$ cat config.mk
export PLATFORM = sky130hd
export DESIGN_NAME = cdb_arbiter_flat
export DESIGN_NICKNAME = d
export VERILOG_FILES = /design/src/rtl/cdb_arbiter_if.sv /design/src/rtl/cdb_arbiter.sv /design/src/flat_wrapper.sv
export SDC_FILE = /design/constraint.sdc
export NUM_CORES = 1
export LEC_CHECK = 0
export BUFFER_PORTS_ARGS = -buffer_cell sky130_fd_sc_hd__buf_4
export CAP_MARGIN = 15
export CORE_MARGIN = 1.5
export CORE_UTILIZATION = 53
export DETAILED_ROUTE_END_ITERATION = 10
export HOLD_SLACK_MARGIN = 0.02
export PLACE_DENSITY = 0.8
export SYNTH_ARGS = -nofsm -noshare
export SYNTH_HDL_FRONTEND = slang
export SYNTH_SLANG_ARGS = --single-unit
$ cat constraint.sdc
create_clock -name clk_i -period 5.44 [get_ports clk_i]
set_input_delay 0.816 -clock clk_i [delete_from_list [all_inputs] [get_ports clk_i]]
set_output_delay 0.816 -clock clk_i [all_outputs]
set_load 0.03 [all_outputs]
$ cat src/rtl/cdb_arbiter_if.sv
// Handshake and broadcast bundle between the functional units and the CDB arbiter.
// The slave modport is the arbiter side; the master modport is the FU/consumer side.
interface cdb_arbiter_if #(
  parameter int unsigned N_REQ  = 3,
  parameter int unsigned TAG_W  = 5,
  parameter int unsigned DATA_W = 32
) ();

  logic [N_REQ-1:0]        req_valid_i;
  logic [N_REQ*TAG_W-1:0]  req_tag_i;
  logic [N_REQ*DATA_W-1:0] req_data_i;
  logic [N_REQ-1:0]        req_ready_o;
  logic                    cdb_hold_i;
  logic                    cdb_en_o;
  logic [TAG_W-1:0]        cdb_tag_o;
  logic [DATA_W-1:0]       cdb_data_o;
  logic [1:0]              cdb_src_o;
  logic [N_REQ-1:0]        pending_o;

  modport slave (
    input  req_valid_i,
    input  req_tag_i,
    input  req_data_i,
    input  cdb_hold_i,
    output req_ready_o,
    output cdb_en_o,
    output cdb_tag_o,
    output cdb_data_o,
    output cdb_src_o,
    output pending_o
  );

  modport master (
    output req_valid_i,
    output req_tag_i,
    output req_data_i,
    output cdb_hold_i,
    input  req_ready_o,
    input  cdb_en_o,
    input  cdb_tag_o,
    input  cdb_data_o,
    input  cdb_src_o,
    input  pending_o
  );

endinterface

$ cat src/rtl/cdb_arbiter.sv
// Round-robin common-data-bus arbiter: one holding register per FU, one registered broadcast per cycle.
// Optional macro CDB_FLUSH_EN adds flush_i, which empties all holding registers and kills the broadcast.
module cdb_arbiter #(
  parameter int unsigned N_REQ  = 3,
  parameter int unsigned TAG_W  = 5,
  parameter int unsigned DATA_W = 32
) (
  input  logic         clk_i,
  input  logic         reset_i,
`ifdef CDB_FLUSH_EN
  input  logic         flush_i,
`endif
  cdb_arbiter_if.slave bus
);

  localparam int unsigned PTR_W = 2;
  localparam logic [PTR_W-1:0] LAST_IDX = PTR_W'(N_REQ - 1);

  typedef struct packed {
    logic [TAG_W-1:0]  tag;
    logic [DATA_W-1:0] data;
  } slot_t;

  slot_t             slot_q [N_REQ];
  slot_t             slot_d [N_REQ];
  logic [N_REQ-1:0]  pending_q, pending_d;
  logic [PTR_W-1:0]  rr_ptr_q, rr_ptr_d;
  logic              cdb_en_q, cdb_en_d;
  logic [TAG_W-1:0]  cdb_tag_q, cdb_tag_d;
  logic [DATA_W-1:0] cdb_data_q, cdb_data_d;
  logic [PTR_W-1:0]  cdb_src_q, cdb_src_d;

  logic [N_REQ-1:0]  elig_c;
  logic [N_REQ-1:0]  grant_c;
  logic [N_REQ-1:0]  ready_c;
  logic [N_REQ-1:0]  capture_c;
  logic              win_valid_c;
  logic              fire_c;
  logic [PTR_W-1:0]  win_idx_c;

  // Round-robin pick: first pass from rr_ptr upward, second pass wraps to the bottom.
  always_comb begin
    elig_c      = bus.cdb_hold_i ? '0 : pending_q;
    win_valid_c = 1'b0;
    win_idx_c   = '0;
    grant_c     = '0;
    for (int unsigned i = 0; i < N_REQ; i++) begin
      if (!win_valid_c && elig_c[PTR_W'(i)] && (PTR_W'(i) >= rr_ptr_q)) begin
        win_valid_c = 1'b1;
        win_idx_c   = PTR_W'(i);
      end
    end
    for (int unsigned i = 0; i < N_REQ; i++) begin
      if (!win_valid_c && elig_c[PTR_W'(i)]) begin
        win_valid_c = 1'b1;
        win_idx_c   = PTR_W'(i);
      end
    end
    if (win_valid_c) begin
      grant_c[win_idx_c] = 1'b1;
    end
  end

  // A slot being granted this cycle can be refilled on the same edge.
`ifdef CDB_FLUSH_EN
  assign ready_c = (~pending_q | grant_c) & {N_REQ{~flush_i}};
  assign fire_c  = win_valid_c & ~flush_i;
`else
  assign ready_c = ~pending_q | grant_c;
  assign fire_c  = win_valid_c;
`endif
  assign capture_c = bus.req_valid_i & ready_c;

  // Next-state: holding-register fill/drain, broadcast register, pointer advance.
  always_comb begin
    pending_d  = pending_q & ~grant_c;
    slot_d     = slot_q;
    cdb_en_d   = fire_c;
    cdb_tag_d  = cdb_tag_q;
    cdb_data_d = cdb_data_q;
    cdb_src_d  = cdb_src_q;
    rr_ptr_d   = rr_ptr_q;

    for (int unsigned i = 0; i < N_REQ; i++) begin
      if (capture_c[PTR_W'(i)]) begin
        pending_d[PTR_W'(i)]   = 1'b1;
        slot_d[PTR_W'(i)].tag  = bus.req_tag_i[i*TAG_W +: TAG_W];
        slot_d[PTR_W'(i)].data = bus.req_data_i[i*DATA_W +: DATA_W];
      end
    end

    if (fire_c) begin
      cdb_tag_d  = slot_q[win_idx_c].tag;
      cdb_data_d = slot_q[win_idx_c].data;
      cdb_src_d  = win_idx_c;
      rr_ptr_d   = (win_idx_c == LAST_IDX) ? '0 : win_idx_c + PTR_W'(1);
    end

`ifdef CDB_FLUSH_EN
    if (flush_i) begin
      pending_d = '0;
    end
`endif
  end

  always_ff @(posedge clk_i or posedge reset_i) begin
    if (reset_i) begin
      pending_q  <= '0;
      rr_ptr_q   <= '0;
      cdb_en_q   <= 1'b0;
      cdb_tag_q  <= '0;
      cdb_data_q <= '0;
      cdb_src_q  <= '0;
      for (int unsigned i = 0; i < N_REQ; i++) begin
        slot_q[PTR_W'(i)] <= '0;
      end
    end else begin
      pending_q  <= pending_d;
      rr_ptr_q   <= rr_ptr_d;
      cdb_en_q   <= cdb_en_d;
      cdb_tag_q  <= cdb_tag_d;
      cdb_data_q <= cdb_data_d;
      cdb_src_q  <= cdb_src_d;
      for (int unsigned i = 0; i < N_REQ; i++) begin
        slot_q[PTR_W'(i)] <= slot_d[PTR_W'(i)];
      end
    end
  end

  assign bus.req_ready_o = ready_c;
  assign bus.cdb_en_o    = cdb_en_q;
  assign bus.cdb_tag_o   = cdb_tag_q;
  assign bus.cdb_data_o  = cdb_data_q;
  assign bus.cdb_src_o   = cdb_src_q;
  assign bus.pending_o   = pending_q;

  a_grant_onehot : assert property (@(posedge clk_i) disable iff (reset_i) $onehot0(grant_c));
  a_hold_no_grant : assert property (@(posedge clk_i) disable iff (reset_i) bus.cdb_hold_i |-> (grant_c == '0));

endmodule

$ cat src/flat_wrapper.sv
// flat-port wrapper written by rule: the top's interface ports become plain ports
module cdb_arbiter_flat 
#(
  parameter int unsigned N_REQ  = 3,
  parameter int unsigned TAG_W  = 5,
  parameter int unsigned DATA_W = 32
)
  (clk_i, reset_i, bus_req_valid_i, bus_req_tag_i, bus_req_data_i, bus_cdb_hold_i, bus_req_ready_o, bus_cdb_en_o, bus_cdb_tag_o, bus_cdb_data_o, bus_cdb_src_o, bus_pending_o);
  cdb_arbiter_if #(.N_REQ(N_REQ), .TAG_W(TAG_W), .DATA_W(DATA_W)) bus_i ();
  input  logic clk_i;
  input  logic reset_i;
  input wire logic [$bits(bus_i.req_valid_i)-1:0] bus_req_valid_i;
  input wire logic [$bits(bus_i.req_tag_i)-1:0] bus_req_tag_i;
  input wire logic [$bits(bus_i.req_data_i)-1:0] bus_req_data_i;
  input wire logic [$bits(bus_i.cdb_hold_i)-1:0] bus_cdb_hold_i;
  output wire logic [$bits(bus_i.req_ready_o)-1:0] bus_req_ready_o;
  output wire logic [$bits(bus_i.cdb_en_o)-1:0] bus_cdb_en_o;
  output wire logic [$bits(bus_i.cdb_tag_o)-1:0] bus_cdb_tag_o;
  output wire logic [$bits(bus_i.cdb_data_o)-1:0] bus_cdb_data_o;
  output wire logic [$bits(bus_i.cdb_src_o)-1:0] bus_cdb_src_o;
  output wire logic [$bits(bus_i.pending_o)-1:0] bus_pending_o;
  assign bus_i.req_valid_i = bus_req_valid_i;
  assign bus_i.req_tag_i = bus_req_tag_i;
  assign bus_i.req_data_i = bus_req_data_i;
  assign bus_i.cdb_hold_i = bus_cdb_hold_i;
  assign bus_req_ready_o = bus_i.req_ready_o;
  assign bus_cdb_en_o = bus_i.cdb_en_o;
  assign bus_cdb_tag_o = bus_i.cdb_tag_o;
  assign bus_cdb_data_o = bus_i.cdb_data_o;
  assign bus_cdb_src_o = bus_i.cdb_src_o;
  assign bus_pending_o = bus_i.pending_o;
  cdb_arbiter #(.N_REQ(N_REQ), .TAG_W(TAG_W), .DATA_W(DATA_W)) u_core (.clk_i(clk_i), .reset_i(reset_i), .bus(bus_i));
endmodule
* Word-level counts from Yosys, hierarchy flattened *
Index checks and enable logic that the tools add are counted.

cells by class
  mux-type cells = 22
  magnitude comparators = 6
  reductions and logical operators = 14
  add/subtract/negate cells = 1
  equal/unequal tests = 1
  bitwise operators = 6

operators by type and width
  operator             number
  $bmux 37 s2          1
  $mux 37              2
  $mux 1               11
  $mux 2               5
  $logic_and 1x1->1    9
  $and 3x3->3          2
  $mux 3               2
  $not 3->3            2
  $logic_not 1->1      5
  $ge 1x2->1 const A   2
  $ge 3x3->1 const B   1
  $lt 2x3->1 const B   1
  $not 2->3            1
  $or 3x3->3           1
  $add 2x1->2 const B  1
  $demux 1 s2          1
  $eq 2x2->1 const B   1
  $ge 2x1->1 const B   1
  $ge 2x2->1 const A   1

word-level totals
  output and inout port bits = 46
  flip-flop bits (word level) = 156
  input port bits = 117

* Logic depth before layout (Yosys ltp) *
Gate-level depths: netlist of run 1.

  depth in word-level cells = 28
  gate-level depth with buffers = 6
  depth with buffers taken out = 5

* Worst setup path after synthesis of run 1 *
No wires, ideal clock.

  path kind = input to output
  start point = input port bus_cdb_hold_i
  end point = output port bus_req_ready_o[0]
  path buffers = 0
  setup slack = 2.999 ns
  cell stages on the path = 3
  data arrival time = 1.625 ns
  cell sequence = nand2b_1 a221oi_4 nand2b_1

on the way
  word-level cells in the longest chain between the ends = 26
  elaborated cells on any way between the ends = 32
  those cells by class = order compare (2); mux (15); bitwise (1); reduce/logical (14)

RTL lines
  element                                                                line                text
  start, declared                                                        flat_wrapper.sv:15  input wire logic [$bits(bus_i.cdb_hold_i)-1:0] bus_cdb_hold_i;
  $mux 3 *                                                               cdb_arbiter.sv:43   elig_c = bus.cdb_hold_i ? '0 : pending_q;
  $logic_and 1x1->1                                                      cdb_arbiter.sv:48   if (!win_valid_c && elig_c[PTR_W'(i)] && (PTR_W'(i) >= rr_ptr_q)) begin
  $mux 1                                                                 cdb_arbiter.sv:48
  $logic_not 1->1                                                        cdb_arbiter.sv:48
  $logic_and 1x1->1 (2 in a row)                                         cdb_arbiter.sv:48
  $mux 1                                                                 cdb_arbiter.sv:48
  $logic_not 1->1                                                        cdb_arbiter.sv:48
  $logic_and 1x1->1 (2 in a row)                                         cdb_arbiter.sv:48
  [... 8 more ...]                                                       --
  $logic_and 1x1->1                                                      cdb_arbiter.sv:54   if (!win_valid_c && elig_c[PTR_W'(i)]) begin
  $mux 2                                                                 cdb_arbiter.sv:54
  $lt 2x3->1 (implied by the code) / $ge 2x1->1 (equally long branches)  cdb_arbiter.sv:60   grant_c[win_idx_c] = 1'b1;
  $logic_and 1x1->1 (implied by the code)                                cdb_arbiter.sv:60
  $mux 1 (implied by the code)                                           cdb_arbiter.sv:60
  $demux 1 s2                                                            --
  $mux 3 *                                                               cdb_arbiter.sv:59   if (win_valid_c) begin
  $or 3x3->3 *                                                           cdb_arbiter.sv:69   assign ready_c = ~pending_q | grant_c;
  end, declared                                                          flat_wrapper.sv:16  output wire logic [$bits(bus_i.req_ready_o)-1:0] bus_req_ready_o;

Mark *: on every way between the ends. The rest lies on a longest branch, timed or not.

* Worst setup path after layout of run 1 *
  start point = register u_core.rr_ptr_q[1]
  end point = output port bus_req_ready_o[2]

on the way
  word-level cells in the longest chain between the ends = 26
  elaborated cells on any way between the ends = 34
  those cells by class = order compare (5); mux (14); bitwise (1); reduce/logical (14)

RTL lines
  element                                                                line                text
  start, declared                                                        cdb_arbiter.sv:27   logic [PTR_W-1:0] rr_ptr_q, rr_ptr_d;
  start signal, assigned                                                 cdb_arbiter.sv:119  rr_ptr_q <= rr_ptr_d;
  $ge 1x2->1                                                             cdb_arbiter.sv:48
  $logic_and 1x1->1                                                      cdb_arbiter.sv:48
  $mux 1                                                                 cdb_arbiter.sv:48
  $logic_not 1->1                                                        cdb_arbiter.sv:48
  $logic_and 1x1->1 (2 in a row)                                         cdb_arbiter.sv:48
  $mux 1                                                                 cdb_arbiter.sv:48
  $logic_not 1->1                                                        cdb_arbiter.sv:48
  $logic_and 1x1->1 (2 in a row)                                         cdb_arbiter.sv:48
  [... 8 more ...]                                                       --
  $logic_and 1x1->1                                                      cdb_arbiter.sv:54
  $mux 2                                                                 cdb_arbiter.sv:54
  $lt 2x3->1 (implied by the code) / $ge 2x1->1 (equally long branches)  cdb_arbiter.sv:60
  $logic_and 1x1->1 (implied by the code)                                cdb_arbiter.sv:60
  $mux 1 (implied by the code)                                           cdb_arbiter.sv:60
  $demux 1 s2                                                            --
  $mux 3 *                                                               cdb_arbiter.sv:59
  $or 3x3->3 *                                                           cdb_arbiter.sv:69

Marks and branches as above.

==> summary.txt, run 1 <==
Outcome
  – Outcome: completed

Clocking
  – Number of buffers inserted for hold repair after clock tree synthesis: 0
  – Maximum buffer depth of the clock tree: 2
  – Clock Sink Count: 156
  – Post-CTS Setup Repair Bufs: 0
  – Master cell of the clock root buffer: sky130_fd_sc_hd__clkbuf_16
  – Clk Latency, worst-skew pair: 0.42 ns
  – TritonCTS clock tree: yes
  – Number of buffers inserted during clock tree synthesis: 17
  – Resized Gates After CTS: 0
  – Clock Pin Slew Worst Setup and Hold Paths: 0.06 ns
  – H-Tree Depth: 4

GRT
  – Overall Global Routing Usage: 25.5%
  – Antenna violations before repair: 0
  – Vias in the first global route: 4789
  – First-pass GRT wire length: 24700 µm
  – Largest net degree at the start of global routing: 107
  – Total grt overflow: 0

Routing
  – Number of search-and-repair iterations in the first detailed-routing pass: 6
  – DRC marker count from the first detailed-route iteration: 397
  – DR WL/cell: 19.8 µm
  – Final Routed Wirelength: 15500 µm
  – Count of vias placed by the detailed router: 4451
  – Count of unresolved DRC violations after routing: 0
  – Antenna viol nets, final: 0
  – Vias per inst: 5.71

Hold path
  – Min-delay worst type: reg2reg

Synthesis
  – Count of cell types in the netlist: 35
  – Post-synthesis mux area share: 21.1%
  – Post-Synth Adder-Cell Area: 0%
  – Post-Syn Area per Cell: 14.1 µm²
  – Post-Synth Simple-Gate Area: 6.30%
  – Gate Count Post-Synth: 459
  – Complex-gate fraction of the synthesized area: 8.76%
  – Seq/Total Area, Yosys: 60.5%
  – Top post-synthesis cells by area: sky130_fd_sc_hd__dfrtp_1 60%, sky130_fd_sc_hd__mux2_2 14%, sky130_fd_sc_hd__mux2_4 7.0%
  – Post-synthesis net count: 576
  – Post-synthesis instance area: 0.00646 mm²
  – Leading area contributor after synthesis: sky130_fd_sc_hd__dfrtp_1
  – Largest family of logic cells by synthesized area: multiplexers
  – Synthesized flop and latch total: 156
  – Portion of synthesized cell area occupied by the leading cell type: 60.5%
  – Number of warning messages in the yosys log: 0
  – Synth Area in XOR/XNOR: 0.136%

Cells and area
  – Synth-to-layout area growth: 29.3%
  – Number of nets at the end of the flow: 737
  – Antenna fix cells: 0
  – Fraction of final layout cells with drive strength greater than 1: 49.8%
  – Most frequent cells in the layout: 169 x sky130_fd_sc_hd__buf_4, 156 x sky130_fd_sc_hd__dfrtp_1, 79 x sky130_fd_sc_hd__mux2_2
  – Layout Cell Area excl Fill: 0.00835 mm²
  – Most common library cell in the layout ignoring fill and taps: sky130_fd_sc_hd__buf_4
  – Fill cell total of the finished layout: 848
  – Post-route non-filler standard cell count: 780

Pwr
  – Leakage component of the power: 3.97 nW
  – Max IR drop VDD: 0.000268 V
  – Clock network fraction of design power: 22.7%
  – Total net switching power: 0.00178 W
  – Fraction of power spent switching nets: 33.8%
  – Fraction of power consumed by combinational cells: 37.6%
  – Post-layout power: 0.00527 W
  – Power density of the placed cells: 632 mW/mm²
  – Register share of total power: 39.7%
  – Internal power: 0.00349 W

Timing
  – Setup violation total in the final timing report: 0
  – Total negative slack for setup checks: 0 ns
  – Final Skew: 0.00468 ns
  – Final critical delay including setup and external delays: 3.02 ns
  – Worst setup margin: 2.42 ns
  – Final clock period utilization by the worst path: 55.6%
  – Actual transition at the worst max-transition pin: 0.939 ns
  – Count of pins over their slew limit: 0
  – Number of hold-slack violations in the final timing report: 0
  – Highest achievable clock rate: 331 MHz
  – Worst slew margin: 37.4%
  – Unrepaired setup endpoints after global routing: no

Place
  – DPL Wire Length: 9750 µm
  – Worst slack, placed: 2.61 ns
  – GPL Wtd Cong: 0.797
  – Count of port buffers added during placement: 162
  – Placed cell count: 748
  – Cell area after placement: 0.00774 mm²

Floorplan
  – Area enclosed by the die boundary: 0.0129 mm²
  – Die X: 113 µm
  – I/O pin cnt: 163
  – Effective utilization at floorplan: 54.0%
  – Row cnt: 40
  – Vert. Die Dim: 113 µm
  – Core region area: 0.0120 mm²

Setup path
  – Arrival time of data at the critical path endpoint: 2.21 ns
  – Largest fanout of any net on the critical path: 18
  – Data required time at the worst endpoint: 4.62 ns
  – Kind of capture point of the worst setup path: output pin
  – Crit path launch type: register
  – Crit path kind: reg2out

Flow run
  – Max_cap viols: 0
==> worst max-delay path, stage by stage, from the launching register on <==
cell	delay [ns]
sky130_fd_sc_hd__dfrtp_1	0.44
sky130_fd_sc_hd__nor2b_1	0.22
sky130_fd_sc_hd__o31ai_4	0.75
sky130_fd_sc_hd__nand2_1	0.17
sky130_fd_sc_hd__buf_4	0.21
==> per-stage QoR <==
step / hold slack, ns / utilization, %
after global routing: 0.506 / 69.8
after global placement: 0.457 / 64.7
after CTS: 0.482 / 69.8
final: 0.479 / 69.8
after floorplan: 0.442 / -
after detailed placement: 0.465 / 64.7
==> routing by layer <==
metal / share of wire, % / vias up / global-route usage [%]
li1: - / 1989 / -
met1: 40 / 2239 / 31.6
met2: 49 / 186 / 42.1
met3: 6.6 / 37 / 6.22
met4: 3.6 / 0 / 12.7
met5: 0 / - / 0
==> cell type report <==
cell class | count | area (µm²) | area share [%]
clock buffers | 25 | 495 | 5.94
well taps | 147 | 184 | 2.20
clock inverters | 7 | 110 | 1.32
flip-flops and latches | 156 | 3900 | 46.8
repair buffers | 169 | 1270 | 15.2
inverters | 5 | 23.8 | 0.285
multi-input cells | 271 | 2360 | 28.3
==> power groups by stage <==
stage                     registers [W]  clock network (W)  logic, W
after floorplan                 0.00228                  0   0.00118
after global placement          0.00206                  0   0.00192
after detailed placement        0.00210                  0   0.00198
after CTS                       0.00209            0.00122   0.00200
after global routing            0.00216            0.00127   0.00212
final                           0.00209            0.00120   0.00198
==> cell families after synthesis <==
group,Yosys count
AOI/OAI and AO/OA,65
xor gates and xnor gates,1
buffers and inverters,32
DFF,156
muxes,111
and+or+nand+nor,94
==> final timing paths <==
check	slack, ns	depth (start not counted)	end	start
max	2.42	4	bus_req_ready_o[2]	u_core.rr_ptr_q[1]
min	0.48	2	u_core.bus.cdb_data_o[2]	u_core.slot_q[2]
max reg2reg	2.70	5	u_core.bus.cdb_data_o[9]	u_core.bus.pending_o[1]
min reg2reg	0.48	2	u_core.bus.cdb_data_o[2]	u_core.slot_q[2]
max in group asynchronous	3.59	3	u_core.bus.cdb_data_o[13]	reset_i
min in group asynchronous	0.60	2	u_core.bus.pending_o[1]	reset_i
==> state kept, by name, indices dropped and copies added, names as in the netlist <==
register / flops
u_core.bus.cdb_data_o: 32
u_core.bus.pending_o: 3
u_core.bus.cdb_src_o: 2
u_core.bus.cdb_en_o: 1
u_core.slot_q: 111
u_core.bus.cdb_tag_o: 5
u_core.rr_ptr_q: 2
==> synth_stat cells, drive strengths merged <==
master	number
a21boi	1
a21o	2
a21oi	17
a221oi	17
a222oi	21
and2b	1
buf	17
clkbuf	10
clkinv	1
dfrtp	156
inv	4
mux2	111
nand2	48
nand2b	5
nand3	16
nand3b	1
nor2	19
nor2b	3
nor3b	1
o211a	1
o211ai	1
o21ai	3
o31a	1
o31ai	1
xor2	1
(Power assumes the default switching activity.)
==> run 2, diff against run 1 <==
==> constraint.sdc (replaced) <==
create_clock -name clk_i -period 3.2 [get_ports clk_i]
set_input_delay 0.48 -clock clk_i [delete_from_list [all_inputs] [get_ports clk_i]]
set_output_delay 0.48 -clock clk_i [all_outputs]
set_load 0.03 [all_outputs]
==> run 2 against run 1 <==
Compared with the run above: via count grew 1.3%; first-iteration DRC count shrank 1.3%; sequential cell count unchanged; setup slack worse by 1.9 ns; clock power rose by 71%; hold slack worse by 0.27 ns; critical path type unchanged.
==> summary.txt, run 2 (synthesis results as in run 1) <==
Cells and area
  – Most common library cell in the layout ignoring fill and taps: sky130_fd_sc_hd__buf_4
  – Most frequent cells in the layout: 167 x sky130_fd_sc_hd__buf_4, 156 x sky130_fd_sc_hd__dfrtp_1, 79 x sky130_fd_sc_hd__mux2_2
  – Sequential cell area in the final layout: 0.00390 mm² (unchanged)
  – Combined area of the multi-input logic cells: 0.00236 mm² (unchanged)
  – Synth-to-layout area growth: 30.4%
  – Post-route non-filler standard cell count: 782 (+0.26%)
  – Post-route core utilization: 70.4% (+0.60 points)
  – Fraction of final layout cells with drive strength greater than 1: 50.2% (+0.47 points)
  – Antenna fix cells: 0 (unchanged)
  – Number of nets at the end of the flow: 739 (+0.27%)
  – Fill cell total of the finished layout: 851 (+0.35%)
  – Max FFs per register: 111 (unchanged)
  – Most flops, register: u_core.slot_q

Clocking
  – Clk Latency, worst-skew pair: 0.42 ns (about the same)
  – Post-CTS Setup Repair Bufs: 0 (unchanged)
  – Maximum buffer depth of the clock tree: 2 (unchanged)
  – Master cell of the clock root buffer: sky130_fd_sc_hd__clkbuf_16
  – Number of buffers inserted for hold repair after clock tree synthesis: 0 (unchanged)
  – TritonCTS clock tree: yes
  – Clock Pin Slew Worst Setup and Hold Paths: 0.06 ns (about the same)
  – Clock Sink Count: 156 (unchanged)
  – H-Tree Depth: 4 (unchanged)
  – Resized Gates After CTS: 0 (unchanged)
  – Number of buffers inserted during clock tree synthesis: 17 (unchanged)

Setup path
  – Cell with the largest stage delay on the worst path: sky130_fd_sc_hd__o31ai_4
  – Data required time at the worst endpoint: 2.72 ns (-1.90 ns)
  – Reg2reg start: u_core.rr_ptr_q[0]
  – Cell depth of the worst flop-to-flop path: 5 (unchanged)
  – Crit path kind: reg2out
  – Crit path launch type: register
  – Maximum cell stage delay along the critical path: 0.77 ns (+0.02 ns)
  – Kind of capture point of the worst setup path: output pin
  – Arrival time of data at the critical path endpoint: 2.19 ns (-0.02 ns)
  – R2r endpoint: u_core.slot_q[87]
  – Worst R2R Setup Slack: 0.70 ns (-2.00 ns)
  – Family with the most delay on the worst path: compound AO/OA/AOI/OAI gates
  – List of cells traversed by the critical path: nor2_2 -> o31ai_4 -> nand2_1 -> buf_4
  – Worst path bufs/invs: 1 (unchanged)
  – Largest fanout of any net on the critical path: 18 (unchanged)

Floorplan
  – I/O pin cnt: 163 (unchanged)
  – Vert. Die Dim: 113 µm (unchanged)
  – Die X: 113 µm (unchanged)
  – Row cnt: 40 (unchanged)
  – Area enclosed by the die boundary: 0.0129 mm² (unchanged)
  – Effective utilization at floorplan: 54.0% (unchanged)
  – Core region area: 0.0120 mm² (unchanged)

Timing
  – Highest achievable clock rate: 374 MHz
  – Number of hold-slack violations in the final timing report: 0 (unchanged)
  – Final critical delay including setup and external delays: 2.67 ns
  – Actual transition at the worst max-transition pin: 0.923 ns (-0.0160 ns)
  – Setup violation total in the final timing report: 0 (unchanged)
  – Count of pins over their slew limit: 0 (unchanged)
  – Total negative slack for setup checks: 0 ns (unchanged)
  – Unrepaired setup endpoints after global routing: no
  – Worst slew margin: 38.4% (+1.1 points)
  – Worst setup margin: 0.528 ns (-1.89 ns)
  – Final Skew: 0.0124 ns (+0.00771 ns)
  – Hold slack: 0.207 ns (-0.272 ns)
  – Final clock period utilization by the worst path: 83.5%

GRT
  – Overall Global Routing Usage: 25.0% (-0.42 points)
  – First-pass GRT wire length: 24200 µm (-1.8%)
  – Antenna violations before repair: 0 (unchanged)
  – Largest net degree at the start of global routing: 67 (-37%)
  – Total grt overflow: 0 (unchanged)
  – Vias in the first global route: 4618 (-3.6%)

Routing
  – Vias per inst: 5.76 (+1.0%)
  – DRC marker count from the first detailed-route iteration: 392 (-1.3%)
  – Antenna viol nets, final: 0 (unchanged)
  – Count of vias placed by the detailed router: 4507 (+1.3%)
  – DR WL/cell: 19.6 µm (-1.2%)
  – Wire length on met1: 6220 µm (-0.26%)
  – Top layer in use: met4
  – Number of search-and-repair iterations in the first detailed-routing pass: 5 (-1)
  – Count of unresolved DRC violations after routing: 0 (unchanged)
  – Final Routed Wirelength: 15300 µm (-0.90%)
  – Wire length on met2: 7690 µm (+0.59%)
  – Met3 WL post-DR: 1100 µm (+8.4%)

Flow run
  – Max_cap viols: 0 (unchanged)

Place
  – Placed cell count: 750 (+0.27%)
  – GPL Wtd Cong: 0.796 (-0.15%)
  – DPL Wire Length: 9980 µm (+2.3%)
  – Count of port buffers added during placement: 162 (unchanged)
  – Worst slack, placed: 0.705 ns (-1.91 ns)

Pwr
  – Leakage component of the power: 3.98 nW (+0.27%)
  – Power density of the placed cells: 1070 mW/mm² (+69%)
  – Max IR drop VDD: 0.000465 V (+73%)

Outcome
  – Outcome: completed

Hold path
  – Min-delay worst type: in2async
## run 2: changes by cell type in the layout (fill, tap and decap cells not counted)
cell	delta
sky130_fd_sc_hd__inv_6	-1
sky130_fd_sc_hd__clkbuf_8	-1
sky130_fd_sc_hd__clkbuf_1	-2
sky130_fd_sc_hd__buf_12	+4
sky130_fd_sc_hd__clkinv_2	-2
sky130_fd_sc_hd__buf_4	-2
sky130_fd_sc_hd__clkinv_4	+1
sky130_fd_sc_hd__clkinvlp_4	+5
## run 2: area by class of cell
class	count	area share (%)
Sequential cell	156	46.4
Multi-Input combinational cell	271	28.0
Timing Repair Buffer	171	15.8
Clock buffer	22	5.63
Tap cell	147	2.18
Clock inverter	10	1.65
Inverter	5	0.268
## run 2: stage by stage
| stage | instance area, µm² | power [W] |
|---|---|---|
| after floorplan | 6460 | 0.00588 |
| after global placement | 7800 | 0.00679 |
| after detailed placement | 7800 | 0.00695 |
| after CTS | 8420 | 0.00904 |
| after global routing | 8420 | 0.00945 |
| final | 8420 | 0.00899 |
## run 2: worst reg2reg max path: stages, from the launching register on
cell and delay (ns):
sky130_fd_sc_hd__dfrtp_1 0.44, sky130_fd_sc_hd__nor2b_1 0.37, sky130_fd_sc_hd__a221oi_4 0.14, sky130_fd_sc_hd__o21ai_4 0.67, sky130_fd_sc_hd__buf_4 0.39, sky130_fd_sc_hd__mux2_2 0.37
## run 2: how the worst max path moves through the flow
stage | from | end | depth (start not counted)
CTS | u_core.bus.pending_o[1] | bus_req_ready_o[2] | 4
finish | u_core.bus.pending_o[1] | bus_req_ready_o[2] | 4
floorplan | reset_i | u_core.bus.cdb_data_o[0] | 1
global placement | u_core.rr_ptr_q[0] | u_core.slot_q[80] | 5
detailed placement | u_core.rr_ptr_q[0] | u_core.slot_q[83] | 5
global route | u_core.bus.pending_o[1] | bus_req_ready_o[2] | 4
## run 2: power by group
group	switching, W	internal, W	leakage (nW)
registers	0.000591	0.00297	1.85
logic	0.00170	0.00169	1.84
clock network	0.000760	0.00129	0.288
total	0.00305	0.00594	3.98
## run 2: routing by layer
layer,up-vias,track usage (%)
met2,195,40.4
met4,0,11.2
li1,1993,-
met1,2297,31.9
met3,22,6.91
met5,-,0
